==> src/rtl/reg_bank_arbiter.sv <==
// Shared config/status register bank with a two-port round-robin arbiter.
// Port A (SPI-side) and port B (local host) are serialised. Each access takes
// IDLE -> ACCESS -> DONE, and all outputs are registered.
module reg_bank_arbiter #(
  parameter int unsigned NUM_CFG   = 8,
  parameter int unsigned REG_WIDTH = 8,
  parameter int unsigned ADDR_W    = $clog2(NUM_CFG) + 1,
  parameter logic [NUM_CFG*REG_WIDTH-1:0] CFG_RESET = '0
) (
  input  logic                           clk,
  input  logic                           rst,
  input  logic                           ena,
  input  logic                           a_req,
  input  logic                           a_we,
  input  logic [ADDR_W-1:0]              a_addr,
  input  logic [REG_WIDTH-1:0]           a_wdata,
  output logic                           a_gnt,
  output logic [REG_WIDTH-1:0]           a_rdata,
  output logic                           a_err,
  input  logic                           b_req,
  input  logic                           b_we,
  input  logic [ADDR_W-1:0]              b_addr,
  input  logic [REG_WIDTH-1:0]           b_wdata,
  output logic                           b_gnt,
  output logic [REG_WIDTH-1:0]           b_rdata,
  output logic                           b_err,
  output logic [NUM_CFG*REG_WIDTH-1:0]   config_regs,
  input  logic [NUM_CFG*REG_WIDTH-1:0]   status_regs
);

  localparam int unsigned IdxW = ADDR_W - 1;

  typedef enum logic [1:0] {StIdle, StAccess, StDone} state_e;

  state_e state_q, state_d;

  // Latched winner request; sel/last_srv use 0 = port A, 1 = port B
  logic                 sel_q;
  logic                 we_q;
  logic [ADDR_W-1:0]    addr_q;
  logic [REG_WIDTH-1:0] wdata_q;
  logic                 last_srv_q;

  logic [REG_WIDTH-1:0] cfg_q [NUM_CFG];
  logic [REG_WIDTH-1:0] status_arr [NUM_CFG];

  logic                 a_gnt_q, b_gnt_q, a_err_q, b_err_q;
  logic [REG_WIDTH-1:0] a_rdata_q, b_rdata_q;

  logic                 launch, pick_b, in_access, in_done, addr_is_status, wr_cfg;
  logic [IdxW-1:0]      idx;
  logic [REG_WIDTH-1:0] rd_val;

  for (genvar i = 0; i < NUM_CFG; i++) begin : g_flat
    assign config_regs[i*REG_WIDTH +: REG_WIDTH] = cfg_q[i];
    assign status_arr[i]                         = status_regs[i*REG_WIDTH +: REG_WIDTH];
  end

  // State register
  always_ff @(posedge clk) begin
    if (rst) begin
      state_q <= StIdle;
    end else begin
      state_q <= state_d;
    end
  end

  // Next-state: one arbitration, one access cycle, one completion cycle
  always_comb begin
    state_d = state_q;
    unique case (state_q)
      StIdle:   if (ena && (a_req || b_req)) state_d = StAccess;
      StAccess: state_d = StDone;
      StDone:   state_d = StIdle;
      default:  state_d = StIdle;
    endcase
  end

  // Decoded strobes for the datapath
  always_comb begin
    launch         = (state_q == StIdle) && ena && (a_req || b_req);
    // On contention B wins only if A was served last
    pick_b         = b_req && (!a_req || !last_srv_q);
    in_access      = (state_q == StAccess);
    in_done        = (state_q == StDone);
    addr_is_status = addr_q[ADDR_W-1];
    idx            = addr_q[IdxW-1:0];
    wr_cfg         = in_access && we_q && !addr_is_status;
    rd_val         = addr_is_status ? status_arr[idx] : cfg_q[idx];
  end

  // Request latch, register bank, round-robin pointer and registered outputs
  always_ff @(posedge clk) begin
    if (rst) begin
      sel_q      <= 1'b0;
      we_q       <= 1'b0;
      addr_q     <= '0;
      wdata_q    <= '0;
      last_srv_q <= 1'b1;
      a_gnt_q    <= 1'b0;
      b_gnt_q    <= 1'b0;
      a_err_q    <= 1'b0;
      b_err_q    <= 1'b0;
      a_rdata_q  <= '0;
      b_rdata_q  <= '0;
      for (int i = 0; i < NUM_CFG; i++) begin
        cfg_q[i] <= CFG_RESET[i*REG_WIDTH +: REG_WIDTH];
      end
    end else begin
      if (launch) begin
        sel_q   <= pick_b;
        we_q    <= pick_b ? b_we    : a_we;
        addr_q  <= pick_b ? b_addr  : a_addr;
        wdata_q <= pick_b ? b_wdata : a_wdata;
      end
      if (wr_cfg) begin
        cfg_q[idx] <= wdata_q;
      end
      if (in_access) begin
        last_srv_q <= sel_q;
        if (sel_q) begin
          b_gnt_q <= 1'b1;
          b_err_q <= we_q && addr_is_status;
          if (!we_q) b_rdata_q <= rd_val;
        end else begin
          a_gnt_q <= 1'b1;
          a_err_q <= we_q && addr_is_status;
          if (!we_q) a_rdata_q <= rd_val;
        end
      end
      if (in_done) begin
        a_gnt_q <= 1'b0;
        b_gnt_q <= 1'b0;
        a_err_q <= 1'b0;
        b_err_q <= 1'b0;
      end
    end
  end

  assign a_gnt   = a_gnt_q;
  assign b_gnt   = b_gnt_q;
  assign a_err   = a_err_q;
  assign b_err   = b_err_q;
  assign a_rdata = a_rdata_q;
  assign b_rdata = b_rdata_q;

endmodule

==> config.mk <==
export PLATFORM = sky130hd
export DESIGN_NAME = reg_bank_arbiter
export DESIGN_NICKNAME = d
export VERILOG_FILES = /design/src/rtl/reg_bank_arbiter.sv
export SDC_FILE = /design/constraint.sdc
export NUM_CORES = 1
export LEC_CHECK = 0
export ABC_AREA = 0
export ABC_CLOCK_PERIOD_IN_PS = 2100
export BUFFER_PORTS_ARGS = -buffer_cell sky130_fd_sc_hd__buf_2
export CORE_MARGIN = 2
export CORE_UTILIZATION = 50
export DETAILED_ROUTE_END_ITERATION = 8
export HOLD_SLACK_MARGIN = 0.1
export PLACE_DENSITY = 0.8
export RECOVER_POWER = 25
export SYNTH_ARGS = -nofsm -noshare
export SYNTH_HDL_FRONTEND = slang
export SYNTH_SLANG_ARGS = --single-unit
==> constraint.sdc <==
create_clock -name clk -period 2.1 [get_ports clk]
set_input_delay 0.315 -clock clk [delete_from_list [all_inputs] [get_ports clk]]
set_output_delay 0.315 -clock clk [all_outputs]
set_load 0.05 [all_outputs]
== After elaboration in Yosys (flattened, before gate mapping) ==
Memories as Yosys holds them, arrays and structs flattened. A register that Yosys moved wholly into a read port is not among the register bits.
Index checks and enable logic that the tools add are counted.
Word-level totals
  register bits: 37
  latch bits: 0
  bits in writable memories: 64
  bits in read-only memories: 0
  input bits: 95
  output and inout bits: 84
  word-level logic and storage cells: 58
  memories kept: 1
Operators by class
  add/sub/neg operators: 0
  multipliers: 0
  divide/modulo/power cells: 0
  magnitude comparators: 1
  equality and inequality tests: 3
  shifts and indexed selects: 0
  mux-type cells: 19
  bitwise operators: 3
  reduce and logical (&&, ||, !) cells: 19
Memories
  cfg_q: words 8, bits a word 8, read ports 9, clocked after memory_dff 1, wr ports 8, line 44  | logic [REG_WIDTH-1:0] cfg_q [NUM_CFG];
Operators with widths (number)
  2-to-1 mux 8 bit: 5
  binary-select mux 8 bit (select 3 bit): 1
  2-to-1 mux 3 bit: 3
  OR reduction 8 bit: 1
  logical AND 1 bit: 7
  2-to-1 mux 1 bit: 7
  AND reduction 3 bit: 2
  >= comparator 4 bit (second input constant): 1
  2-to-1 mux 4 bit: 1
  NOT 3 -> 4 bit: 1
  case mux 2 bit (2 select lines): 1
  AND reduction 2 bit: 2
  logical NOT 1 bit: 3
  equality test 2 x 1 -> 1 bit (second input constant): 1
  equality test 2 bit (second input constant): 1
  logical NOT 2 bit: 1
  logical OR 1 bit: 2
  2-to-1 mux 2 bit: 1
  inequality test 2 bit (second input constant): 1
  NOT 1 bit: 2
  OR reduction 2 bit: 1

== Longest topological paths before layout ==
  depth in word-level cells: 8
  mapped depth: 8
  depth with buffers taken out: 5

== Worst setup path before layout ==
No wires, ideal clock.
  kind: register to register
  from: reg state_q[1]
  to: mem cfg_q[0][0], enable pin
  library setup time: 309 ps
  arrival: 1506 ps
  data required time: 1791 ps
  path slack: 285 ps
  stages on the path, launching flop included: 7
  path buffers: 1
  clock period less this slack: 1815 ps
  cells stage by stage: dfxtp_1 -> nand2b_1 -> buf_6 -> nor4b_4 -> nand2b_4 -> nor2_4 -> or2_2
RTL lines
  start: declaration: line 35  | state_e state_q, state_d;
  start signal: assignment: line 62  | state_q <= StIdle;
  start signal: assignment: line 64  | state_q <= state_d;
  end: declaration: line 44

==> out/qor.json <==
{
  "final_layout": {
    "final_cell_mix": "sky130_fd_sc_hd__buf_2, sky130_fd_sc_hd__and2_1, sky130_fd_sc_hd__edfxtp_1",
    "mostFrequentLayoutCell": "sky130_fd_sc_hd__buf_2",
    "final.fill_count": 823,
    "final_core_util_pct": 63.7,
    "drive_above_1_share_pct": 33.2,
    "final_net_count": 681,
    "diodes": 0,
    "syn2layout_area_growth_pct": 23.0
  },
  "run_status": {
    "run_status": "finished clean"
  },
  "timing": {
    "totalNegativeSetupSlack_ps": 0,
    "worst_clock_skew_ps": 18.7,
    "maxClockFrequency_ghz": 0.551,
    "setup_repair_after_global_routing_missed_its_margin": "no",
    "number_of_pins_exceeding_their_max_slew_limit_in_the_final_report": 0,
    "finalSetupViolCount": 0,
    "layout_min_cycle_time_ps": 1810,
    "final_hold_viol_count": 0,
    "tightestPinTransition_ps": 679,
    "worst_hold_slack_ps": 270,
    "maxSlewHeadroom_pct": 54.9,
    "final.period_utilization_pct": 86.4
  },
  "setup_path": {
    "rr_worst_depth": 5,
    "critical_path.startpoint_type": "flop",
    "timing.critical_path.required_ps": 2170,
    "regToRegSetupSlack_ps": 290,
    "critPathArrivalTime_ps": 1880,
    "critical-path-max-stage-delay_ps": 370,
    "worstPathCellList": "nand2b_1 -> nor4b_4 -> nand2b_4 -> nor2_4 -> or2_2",
    "critPathCaptureType": "flop",
    "cp_max_fanout": 9,
    "cpMaxStageDelayCell": "sky130_fd_sc_hd__nor4b_4",
    "timing.rr.start": "state_q[1]$_SDFFE_PP0P_",
    "worstSetupPathType": "reg2reg",
    "worst_r2r_endpoint": "cfg_q[4][6]$_SDFFCE_PN0P_"
  },
  "synth": {
    "synth_fp_nets": 502,
    "netlist_instances": 407,
    "ys_warn_count": 0,
    "seq_area_frac_synth_pct": 53.5,
    "netlist_area_sq_um": 5090,
    "yosysUniqueCellTypes": 34,
    "synth_area_per_cell_sq_um": 12.5,
    "number_of_synthesized_register_bits": 104
  },
  "detailed_routing": {
    "post_drt_via_cell_ratio": 5.52,
    "detail_route.iter0.violations": 238,
    "drc_errors": 0,
    "detail_route.wirelength_um": 13500,
    "detailedRoute.firstPassIterationCount": 5,
    "detail-route-antenna-nets": 0,
    "wl_per_cell_um": 18.7,
    "vias": 3995
  },
  "placed_design": {
    "dp_hpwl_um": 10600,
    "routabilityCongestion": 0.914,
    "numPortBuffers": 178
  },
  "grt": {
    "via_count_of_the_first_global_routing_pass": 3771,
    "globalRouteOverflowTotal": 0,
    "grt_first_pass_wirelength_um": 20700,
    "maximum_number_of_pins_on_one_net_before_global_route_repair": 34,
    "number_of_antenna_violations_at_the_first_check_in_global_routing": 0,
    "grt.total_usage_pct": 24.5
  },
  "floorplan": {
    "design.die.area_sq_um": 11000,
    "floorplan.initialDensity_pct": 51.8,
    "rows": 36,
    "die_h_um": 105,
    "chipWidth_um": 105,
    "core_area_sq_um": 9820,
    "ioPinCount": 179
  },
  "clock_tree": {
    "clock_tree.root_cell": "sky130_fd_sc_hd__clkbuf_8",
    "cts_hold_repair.buffers": 0,
    "max-clock-path-buffers": 2,
    "clkSlewWorstSetupHoldPaths_ps": 110,
    "number_of_cells_upsized_or_downsized_after_cts": 0,
    "clkLatencyLatePin_ps": 380,
    "post_cts.repair.setup_buffers": 0,
    "tritoncts": "done",
    "ctsHtreeMaxLevel": 3,
    "cts_made_buffers": 9,
    "cts_num_sinks": 104
  },
  "pwr": {
    "p_per_area_nw_per_um2": 710,
    "total_leakage_power_uw": 0.00246,
    "max-vdd-ir-drop_mv": 0.396
  },
  "min_path": {
    "worst_min_delay_path_category": "in2reg",
    "min-delay-start": "a_wdata[4]",
    "hold-path-cell-count": 3,
    "min_delay_worst_endpoint": "wdata_q[4]$_SDFFE_PP0P_"
  },
  "flow_run": {
    "max_cap_violations": 0
  }
}
[routing by layer]
layer  vias up  part of all wire [%]  GRT usage [%]
li1       1884                     -              -
met5         -                     0              0
met3        27                   5.9           4.24
met2       171                    48           38.6
met4         0                   2.8           9.43
met1      1913                    43           33.9
[synthesized netlist by cell type, drive strengths merged]
master | number | share of area [%]
and2 | 64 | 7.9
edfxtp | 64 | 38
mux2i | 46 | 9.1
dfxtp | 40 | 16
nor2 | 31 | 3.5
a21oi | 21 | 2.1
a22o | 16 | 2.8
mux2 | 16 | 3.5
o221ai | 16 | 2.8
a211oi | 13 | 1.9
clkbuf | 12 | 0.89
buf | 11 | 1.6
nand2 | 10 | 0.89
or2 | 9 | 1.1
a22oi | 8 | 1.2
mux4 | 8 | 3.5
nand2b | 7 | 1.0
nor2b | 4 | 0.49
nor3 | 2 | 0.30
nor4b | 2 | 0.93
a21boi | 1 | 0.22
a21o | 1 | 0.15
inv | 1 | 0.074
nand3b | 1 | 0.15
nand4 | 1 | 0.12
nor4 | 1 | 0.25
o21ai | 1 | 0.098
[logic make-up (layout without fill, tap and decap cells)]
logic type             Yosys count  after routing  share of synthesized area [%]
AO/OA/AOI/OAI                   77             77                           11.1
buffers and inverters           24            208                           2.61
multiplexers                    70             70                           16.1
flip-flops                     104            104                           53.5
AND/OR/NAND/NOR                132            132                           16.6
[worst max-delay path: cells and delay by family (launching register included)]
kind	cells	cell delay, ps
flip-flops	1	320
AND/OR/NAND/NOR	5	1170
[how the worst max path moves through the flow]
stage | from | endpoint | slack (ps) | cells past startpoint
finish | state_q[1]$_SDFFE_PP0P_ | cfg_q[4][6]$_SDFFCE_PN0P_ | 290 | 5
global route | state_q[1]$_SDFFE_PP0P_ | cfg_q[5][4]$_SDFFCE_PN0P_ | 190 | 5
CTS | state_q[1]$_SDFFE_PP0P_ | cfg_q[4][6]$_SDFFCE_PN0P_ | 270 | 5
detailed placement | state_q[1]$_SDFFE_PP0P_ | cfg_q[5][7]$_SDFFCE_PN0P_ | 310 | 5
global placement | rst | cfg_q[4][3]$_SDFFCE_PN0P_ | 340 | 5
floorplan | state_q[1]$_SDFFE_PP0P_ | cfg_q[0][0]$_SDFFCE_PN0P_ | 280 | 6
[state kept, by name, summed over array words and instances (netlist names), named ones only]
register    flops
wdata_q         8
b_err           1
b_rdata         8
a_gnt           1
state_q         2
last_srv_q      1
a_rdata         8
addr_q          4
sel_q           1
a_err           1
we_q            1
cfg_q          64
b_gnt           1
[report_power, final]
group	internal, uW	leakage, uW	switching, uW
registers	2250	0.000987	98.3
clock network	514	0.0000948	702
logic	322	0.00138	560
[area by class of cell]
type / instances / area, sq um / share of cell area, %
clock buffers: 10 / 149 / 2.38
clock inverters: 6 / 46.3 / 0.740
inverters: 1 / 3.75 / 0.0600
multi-input cells: 279 / 2230 / 35.7
flip-flops and latches: 104 / 2720 / 43.5
well taps: 133 / 166 / 2.66
repair buffers: 191 / 935 / 14.9
[stage by stage]
stage / total power, uW / setup WS, ps / cells / cell area [sq um]
after CTS: 4450 / 269 / 724 / 6330
after detailed placement: 3280 / 307 / 708 / 6140
after floorplan: 2980 / 285 / 407 / 5090
final: 4440 / 286 / 724 / 6250
after global routing: 4590 / 191 / 724 / 6250
after global placement: 3260 / 336 / 708 / 6140
No activity file was read; power rests on OpenSTA's default activity.
